--- src/rtl/serial_subtractor.sv ---
// serial_subtractor
// Multi-cycle N-bit subtractor computing diff = a - b - bin. A BPC-bit
// ripple-borrow slice is reused every clock; a borrow flip-flop carries the
// borrow between successive slices, LSB chunk first. Handshake is
// start / busy / done. diff, bout and ovf are registered and only update
// on the completion edge, so the partial result is never visible.
module serial_subtractor #(
  parameter int WIDTH = 8,
  parameter int BPC   = 1
) (
  input  logic             clk,
  input  logic             rst_n,
  input  logic             start,
  input  logic [WIDTH-1:0] a,
  input  logic [WIDTH-1:0] b,
  input  logic             bin,
  output logic             busy,
  output logic             done,
  output logic [WIDTH-1:0] diff,
  output logic             bout,
  output logic             ovf
);

  localparam int STEPS = WIDTH / BPC;
  // Keep the counter at least one bit wide so STEPS = 1 still elaborates.
  localparam int CNT_W = (STEPS > 1) ? $clog2(STEPS) : 1;
  localparam logic [CNT_W-1:0] LAST_CNT = CNT_W'(STEPS - 1);

  typedef enum logic {
    S_IDLE = 1'b0,
    S_RUN  = 1'b1
  } state_t;

  state_t           r_state;
  logic [WIDTH-1:0] r_a_sh;
  logic [WIDTH-1:0] r_b_sh;
  logic             r_borrow;
  logic [CNT_W-1:0] r_cnt;
  logic             r_a_msb;
  logic             r_b_msb;
  logic             r_busy;
  logic             r_done;
  logic [WIDTH-1:0] r_diff;
  logic             r_bout;
  logic             r_ovf;

  logic [BPC-1:0]   w_d;
  logic [BPC:0]     w_bc;
  logic [WIDTH-1:0] w_full;
  logic             w_last;
  logic             w_ovf;

  // The slice: BPC full subtractors in a ripple-borrow chain. The incoming
  // borrow comes from the borrow register, so bin only ever reaches bit 0.
  assign w_bc[0] = r_borrow;

  genvar gi;
  generate
    for (gi = 0; gi < BPC; gi++) begin : g_slice
      assign w_d[gi]    = r_a_sh[gi] ^ r_b_sh[gi] ^ w_bc[gi];
      assign w_bc[gi+1] = (~r_a_sh[gi] & r_b_sh[gi])
                        | (~(r_a_sh[gi] ^ r_b_sh[gi]) & w_bc[gi]);
    end
  endgenerate

  // Result assembly. Earlier chunks are held in a shift register that only
  // needs WIDTH-BPC bits; the final chunk comes straight off the slice, so
  // w_full is the complete difference during the last RUN cycle.
  generate
    if (STEPS == 1) begin : g_res_one
      assign w_full = w_d;
    end else if (STEPS == 2) begin : g_res_two
      logic [BPC-1:0] r_res_sh;

      // Hold the single earlier chunk.
      always_ff @(posedge clk or negedge rst_n) begin
        if (!rst_n) begin
          r_res_sh <= '0;
        end else if (r_state == S_RUN) begin
          r_res_sh <= w_d;
        end
      end

      assign w_full = {w_d, r_res_sh};
    end else begin : g_res_many
      logic [WIDTH-BPC-1:0] r_res_sh;

      // New chunks enter at the MSB side and older ones move toward bit 0.
      always_ff @(posedge clk or negedge rst_n) begin
        if (!rst_n) begin
          r_res_sh <= '0;
        end else if (r_state == S_RUN) begin
          r_res_sh <= {w_d, r_res_sh[WIDTH-BPC-1:BPC]};
        end
      end

      assign w_full = {w_d, r_res_sh};
    end
  endgenerate

  assign w_last = (r_cnt == LAST_CNT);

  // Signed overflow: operands of different sign and the result sign differs
  // from the minuend. Uses the captured sign bits, not the live inputs.
  assign w_ovf = (r_a_msb != r_b_msb) && (w_full[WIDTH-1] != r_a_msb);

  // Control FSM plus operand shifting, borrow chaining and result registers.
  always_ff @(posedge clk or negedge rst_n) begin
    if (!rst_n) begin
      r_state  <= S_IDLE;
      r_a_sh   <= '0;
      r_b_sh   <= '0;
      r_borrow <= 1'b0;
      r_cnt    <= '0;
      r_a_msb  <= 1'b0;
      r_b_msb  <= 1'b0;
      r_busy   <= 1'b0;
      r_done   <= 1'b0;
      r_diff   <= '0;
      r_bout   <= 1'b0;
      r_ovf    <= 1'b0;
    end else begin
      r_done <= 1'b0;
      case (r_state)
        S_IDLE: begin
          if (start) begin
            r_a_sh   <= a;
            r_b_sh   <= b;
            r_borrow <= bin;
            r_a_msb  <= a[WIDTH-1];
            r_b_msb  <= b[WIDTH-1];
            r_cnt    <= '0;
            r_busy   <= 1'b1;
            r_state  <= S_RUN;
          end
        end
        S_RUN: begin
          r_a_sh   <= r_a_sh >> BPC;
          r_b_sh   <= r_b_sh >> BPC;
          r_borrow <= w_bc[BPC];
          r_cnt    <= r_cnt + CNT_W'(1);
          if (w_last) begin
            r_diff  <= w_full;
            r_bout  <= w_bc[BPC];
            r_ovf   <= w_ovf;
            r_done  <= 1'b1;
            r_busy  <= 1'b0;
            r_state <= S_IDLE;
          end
        end
        default: begin
          r_state <= S_IDLE;
        end
      endcase
    end
  end

  assign busy = r_busy;
  assign done = r_done;
  assign diff = r_diff;
  assign bout = r_bout;
  assign ovf  = r_ovf;

endmodule
--- config.mk ---
export PLATFORM = sky130hd
export DESIGN_NAME = serial_subtractor
export DESIGN_NICKNAME = d
export VERILOG_FILES = /design/src/rtl/serial_subtractor.sv
export SDC_FILE = /design/constraint.sdc
export NUM_CORES = 1
export LEC_CHECK = 0
export CORE_UTILIZATION = 51
export CTS_CLUSTER_DIAMETER = 120
export DETAILED_ROUTE_END_ITERATION = 12
export PLACE_DENSITY_LB_ADDON = 0.15
export SLEW_MARGIN = 20
export SYNTH_ARGS = -nofsm -noshare
export SYNTH_HDL_FRONTEND = slang
export SYNTH_SLANG_ARGS = --single-unit
--- constraint.sdc ---
create_clock -name clk -period 1.7 [get_ports clk]
set_input_delay 0.17 -clock clk [delete_from_list [all_inputs] [get_ports clk]]
set_output_delay 0.17 -clock clk [all_outputs]
set_load 0.005 [all_outputs]
==> results.md, run 1 <==
- Initial Util: 0.5406
- DRC violations left: 0
- Routed vias/inst: 5.081
- Most area-consuming cells after synthesis: dfrtp_1 58%, mux2i_1 10%, mux2_2 9.3%, o21ai_1 3.9%, nand2_1 2.9%
- Max Cap Viol: 0
- Synth top cells by count: 42 x dfrtp_1, 19 x mux2i_1, 15 x mux2_2
- Post-Syn Instances: 139
- Ys async rst share: 1.000
- Most common cell in the netlist: dfrtp_1
- Slew Viols, Final: 0
- Final clock skew: 0.003934 ns
- Status: finished, final reports clean
- Synthesis-stage register bit count: 42
- Post-CTS setup buffer count: 0
- Startpoint types: flop
- CP required: 1.97 ns
- First-pass GRT wire length: 4.926 mm
- Gr usage total: 0.1829
- CTS tree: built
- # rows: 21
- Leakage: 0.001022 uW
- IO Count: 32
- CTS sink cnt: 42
- Period utilization: 0.9062
- Top_reg_cell synth: dfrtp_1
- Setup violators final: 0
- Min cycle time layout: 1.541 ns
- Clk buf depth: 2
- Crit path kind: reg2reg
- Hpwl dp: 2.025 mm
- Largest net degree at the start of global routing: 47
- Fillers: 275
- Clk_lat worst skew: 0.34 ns
- Final Net Count: 199
- Pre-antenna DRT Iters: 2
- Die Area: 0.003808 mm2
- Port bufs: 31
- Post-synth EDFFs: 0
- Worst min-delay path class: in2async
- Initial antenna violation count: 0
- Chip Height: 61.71 um
- FMAX: 0.6491 GHz
- Total gr overflow: 0
- RSZ-0062 raised after global routing: no
- Yosys cell types: 23
- Diodes inserted: 0
- Worst-path clk slew: 0.11 ns
- Top cell type's share of synthesized area: 0.5781
- Critical path peak fanout: 4
- Vias in the first global route: 1142
- Hold Vio Cnt, Final: 0
- Routed wire length: 2.900 mm
- Clk root buf: clkbuf_4
- Via count: 1128
- Seq. cell area: 0.001051 mm2
- Syn_area_per_cell: 13.08 um2
- Antenna viol nets, final: 0
- VDD IR max: 0.0008354 V
- Reg2reg path depth: 3
- Setup TNS: 0 ns
- P&R area growth vs syn: 22.85%
- Reg2reg end: ovf
- Yosys warnings: 0
- H-tree Lvls: 2
- Share of cells above drive strength 1: 0.1761
- Num CTS Buffers: 5
- Die width: 61.71 um
- Area of the multi-input gates: 684.4 um2
- FF-to-FF Start: r_a_sh[0]
- Worst slew margin: 0.6616
- Worst-margin pin slew: 0.5075 ns
- Worst EP arrival: 1.81 ns
- CP startpoint: r_a_sh[0]
- Pwr Density: 1571 mW/mm2
- Yosys top cell by area: dfrtp_1
- Routed wire per std cell: 13.06 um
- Core area: 0.003363 mm2
- CP Capture Type: flop
- Syn Std Cell Area: 0.001818 mm2
- Initial DRC Count: 37
- Hold_ws: 0.3991 ns
- Mapped Nets: 163
- Worst reg2reg setup slack: 0.16 ns
- Sequential share of the synthesized area: 0.5781
- GPL Wtd Cong: 0.7533
==> cell usage in the layout, fill, tap and decap left out <==
master / Yosys / routed
ha_1: 3 / 3
mux2_2: 15 / 15
nand2_8: 1 / 1
fa_1: 1 / 1
inv_1: 5 / 5
nor2_1: 4 / 4
or3b_1: 2 / 2
o22ai_1: 1 / 1
clkinv_2: 0 / 1
dfrtp_1: 42 / 42
o21ai_0: 1 / 1
mux2_1: 2 / 2
clkbuf_8: 0 / 1
clkbuf_1: 0 / 1
nand3b_1: 1 / 1
o21ai_2: 1 / 1
dlygate4sd3_1: 0 / 1
a22o_1: 2 / 2
mux2i_1: 19 / 19
nand2b_4: 1 / 1
o21ai_1: 14 / 14
clkbuf_4: 0 / 5
clkdlybuf4s50_1: 0 / 30
inv_2: 1 / 1
a21oi_1: 1 / 1
nand2_1: 14 / 14
buf_12: 0 / 1
buf_2: 3 / 1
buf_4: 0 / 3
a31oi_1: 1 / 1
==> logic make-up after synthesis <==
| logic type | Yosys count | share of synthesized area |
|---|---|---|
| adder cells (fa/ha/maj) | 4 | 0.03166 |
| buffers and inverters | 13 | 0.04542 |
| AO/OA/AOI/OAI | 21 | 0.06539 |
| flip-flops | 42 | 0.5781 |
| multiplexers | 36 | 0.2099 |
| AND/OR/NAND/NOR | 23 | 0.06951 |
==> stage by stage <==
stage | instance area [um2] | worst slack (ns) | cells | utilization | power, uW
floorplan | 1818 | 0.2351 | 139 | - | 2547
global placement | 2163 | 0.2048 | 213 | 0.6432 | 2998
detailed placement | 2163 | 0.1703 | 213 | 0.6432 | 3052
CTS | 2233 | 0.1448 | 222 | 0.6641 | 3573
global route | 2233 | 0.05423 | 222 | 0.6641 | 3799
finish | 2233 | 0.1594 | 222 | 0.6641 | 3509
==> worst max-delay path, cell delays in order (launching register included) <==
cell     delay, ns
dfrtp_1       0.41
fa_1          0.53
or3b_1        0.36
a31oi_1       0.17
==> cell type report <==
cell class	instances	area share
clock buffer	7	0.02465
sequential	42	0.4706
multi-input combinational	84	0.3064
tap	46	0.02577
clock inverter	1	0.002241
inverter	6	0.01008
timing repair buffer	36	0.1602
==> power by group <==
part	internal [uW]	switching, uW
combinational	781	535
sequential	1440	257
clock	201	297
total	2420	1090
==> per-layer routing <==
metal | global-route usage | vias up | share of wire
met5 | 0 | - | 0
met4 | 0.04762 | 0 | 0.0093
met3 | 0.06625 | 2 | 0.041
met2 | 0.3088 | 19 | 0.48
met1 | 0.2239 | 553 | 0.47
li1 | - | 554 | -
==> worst max-delay path by stage <==
stage	to	slack [ns]	depth (start not counted)
floorplan	ovf	0.24	3
global placement	ovf	0.20	3
detailed placement	ovf	0.17	3
CTS	ovf	0.14	4
global route	ovf	0.05	3
finish	ovf	0.16	3
==> flip-flops by register name, indices dropped and copies added, names as in the netlist, 3 cells and up <==
register	count
diff	8
r_a_sh	8
r_b_sh	8
g_res_many.r_res_sh	7
r_cnt	3
==> timing repair <==
action | in CTS | in global routing
resized for setup | 0 | 0
endpoints found under the setup margin | 0 | 0
hold endpoints to repair | 42 | 0
hold buffers | 1 | 0
No activity file was read; power rests on OpenSTA's default activity.
==> run 2, diff against run 1 <==
--- a/config.mk
+++ b/config.mk
@@ -9,6 +9,7 @@
 export CTS_CLUSTER_DIAMETER = 120
 export DETAILED_ROUTE_END_ITERATION = 12
 export PLACE_DENSITY_LB_ADDON = 0.15
+export RECOVER_POWER = 50
 export SLEW_MARGIN = 20
 export SYNTH_ARGS = -nofsm -noshare
 export SYNTH_HDL_FRONTEND = slang
==> run 2 against run 1 <==
Against the previous run: first-iteration DRC count unchanged; total power decreased by 0.36%; final area decreased by 0.39%; register-to-register slack about the same.
==> results.md, run 2 (synthesized netlist as in run 1, its figures left out) <==
- Status: finished, final reports clean (unchanged)
- Worst Hold Path Cells: 3
- GPL Wtd Cong: 0.7533 (unchanged)
- Initial Util: 0.5406 (unchanged)
- Diodes inserted: 0 (unchanged)
- Switching pwr: 1082 uW (was 1089 uW)
- Final Net Count: 199 (unchanged)
- Clk_lat worst skew: 0.34 ns (about the same)
- P&R area growth vs syn: 22.37% (was 22.85%)
- Clk root buf: clkbuf_4 (unchanged)
- Worst slew margin: 0.3410 (was 0.6616)
- Die width: 61.71 um (unchanged)
- # rows: 21 (unchanged)
- Max layer used: met4 (unchanged)
- CTS sink cnt: 42 (unchanged)
- Routed wire per std cell: 13.02 um (was 13.06 um)
- Vias in the first global route: 1142 (unchanged)
- Total gr overflow: 0 (unchanged)
- Pre-antenna DRT Iters: 4 (was 2)
- Hold Buf Count CTS: 1 (unchanged)
- VDD IR max: 0.0008329 V (was 0.0008354 V)
- WHS Endpoint: r_b_sh[2]
- Crit path kind: reg2reg (unchanged)
- Period utilization: 0.9061 (was 0.9062)
- Pwr Density: 1572 mW/mm2 (was 1571 mW/mm2)
- CP Capture Type: flop (unchanged)
- Chip Height: 61.71 um (unchanged)
- Hpwl dp: 2.025 mm (unchanged)
- Met2 Wirelength: 1.418 mm (was 1.403 mm)
- Met3 Wirelength: 119 um (unchanged)
- Largest net degree at the start of global routing: 47 (unchanged)
- FMAX: 0.6492 GHz (was 0.6491 GHz)
- Clk buf depth: 2 (unchanged)
- Hold Vio Cnt, Final: 0 (unchanged)
- H-tree Lvls: 2 (unchanged)
- Internal power: 2414 uW (was 2419 uW)
- CTS tree: built (unchanged)
- CTS resizes: 0 (unchanged)
- Slew Viols, Final: 0 (unchanged)
- RSZ-0062 raised after global routing: no (unchanged)
- Hold_sp: b[2]
- Switching Share: 0.3096 (was 0.3104)
- DRC violations left: 0 (unchanged)
- Routed wire length: 2.891 mm (was 2.900 mm)
- Commonest cells after routing, fill and taps aside: 42 x dfrtp_1, 29 x clkdlybuf4s50_1, 19 x mux2i_1, 15 x mux2_2, 14 x nand2_1 (was 42 x dfrtp_1, 30 x clkdlybuf4s50_1, 19 x mux2i_1, 15 x mux2_2)
- Reg2reg end: ovf (unchanged)
- Final clock skew: 0.004383 ns (was 0.003934 ns)
- First-pass GRT wire length: 4.926 mm (unchanged)
- Leakage: 0.001018 uW (was 0.001022 uW)
- Core area: 0.003363 mm2 (unchanged)
- Logic gate share of total power: 0.373 (was 0.375)
- Max Cap Viol: 0 (unchanged)
- Clk network pwr share: 0.142 (about the same)
- Most common cell after layout, fill and taps aside: dfrtp_1 (unchanged)
- Worst-path clk slew: 0.11 ns (about the same)
- Worst EP arrival: 1.81 ns (about the same)
- IO Count: 32 (unchanged)
- CP required: 1.97 ns (about the same)
- Hold_ws: 0.4455 ns (was 0.3991 ns)
- Initial DRC Count: 37 (unchanged)
- Routed vias/inst: 5.131 (was 5.081)
- Die Area: 0.003808 mm2 (unchanged)
- Port bufs: 31 (unchanged)
- Via count: 1139 (was 1128)
- Gr usage total: 0.1829 (unchanged)
- Reg2reg path depth: 3 (unchanged)
- Post-CTS setup buffer count: 0 (unchanged)
- Min cycle time layout: 1.540 ns (was 1.541 ns)
- Worst reg2reg setup slack: 0.16 ns (about the same)
- Startpoint types: flop (unchanged)
- Share of cells above drive strength 1: 0.1705 (was 0.1761)
- FF-to-FF Start: r_a_sh[0] (unchanged)
- Setup TNS: 0 ns (unchanged)
- Seq pwr share: 0.485 (was 0.483)
- M1 WL: 1.330 mm (was 1.350 mm)
- Num CTS Buffers: 5 (unchanged)
- Initial antenna violation count: 0 (unchanged)
- Worst-margin pin slew: 0.9885 ns (was 0.5075 ns)
- Worst min-delay path class: in2reg (was in2async)
- Critical path peak fanout: 4 (unchanged)
- Setup violators final: 0 (unchanged)
- Antenna viol nets, final: 0 (unchanged)
==> run 2: worst max path at each step <==
stage / cells after the start / startpoint / end / slack [ns]
2_1_floorplan: 3 / r_a_sh[0] / ovf / 0.24
3_3_place_gp: 3 / r_a_sh[0] / ovf / 0.20
3_5_place_dp: 3 / r_a_sh[0] / ovf / 0.17
4_1_cts: 4 / r_b_sh[0] / ovf / 0.14
5_1_grt: 3 / r_a_sh[0] / ovf / 0.05
6_report: 3 / r_a_sh[0] / ovf / 0.16
==> run 2: power by group through the flow <==
stage	logic, uW	clock network (uW)	registers [uW]
6_report	1300	497	1690
3_3_place_gp	1300	0	1700
2_1_floorplan	887	0	1660
4_1_cts	1350	528	1700
3_5_place_dp	1330	0	1720
5_1_grt	1480	561	1750
==> run 2: cell type report <==
cell class / instances / area [um2]
multi-input combinational: 84 / 684.4
clock buffer: 7 / 55.05
timing repair buffer: 36 / 349.1
tap: 46 / 57.56
sequential: 42 / 1051
clock inverter: 1 / 5.005
fill: 277 / 1139
inverter: 6 / 22.52
==> run 2: per-stage QoR <==
stage	utilization	setup slack (ns)	cells	power, uW	instance area, um2
after floorplan	-	0.2351	139	2547	1818
after global placement	0.6432	0.2048	213	2998	2163
after detailed placement	0.6432	0.1703	213	3052	2163
after CTS	0.6641	0.1448	222	3573	2233
after global routing	0.6615	0.05423	222	3790	2225
final	0.6615	0.1596	222	3496	2225
==> run 2: critical path, stage by stage, from the launching register on <==
cell and delay (ns):
dfrtp_1 0.41, fa_1 0.53, or3b_1 0.36, a31oi_1 0.17
==> run 2: per-layer routing <==
layer / up-vias / track usage
li1: 556 / -
met1: 560 / 0.2239
met2: 21 / 0.3088
met3: 2 / 0.06625
met4: 0 / 0.04762
met5: - / 0
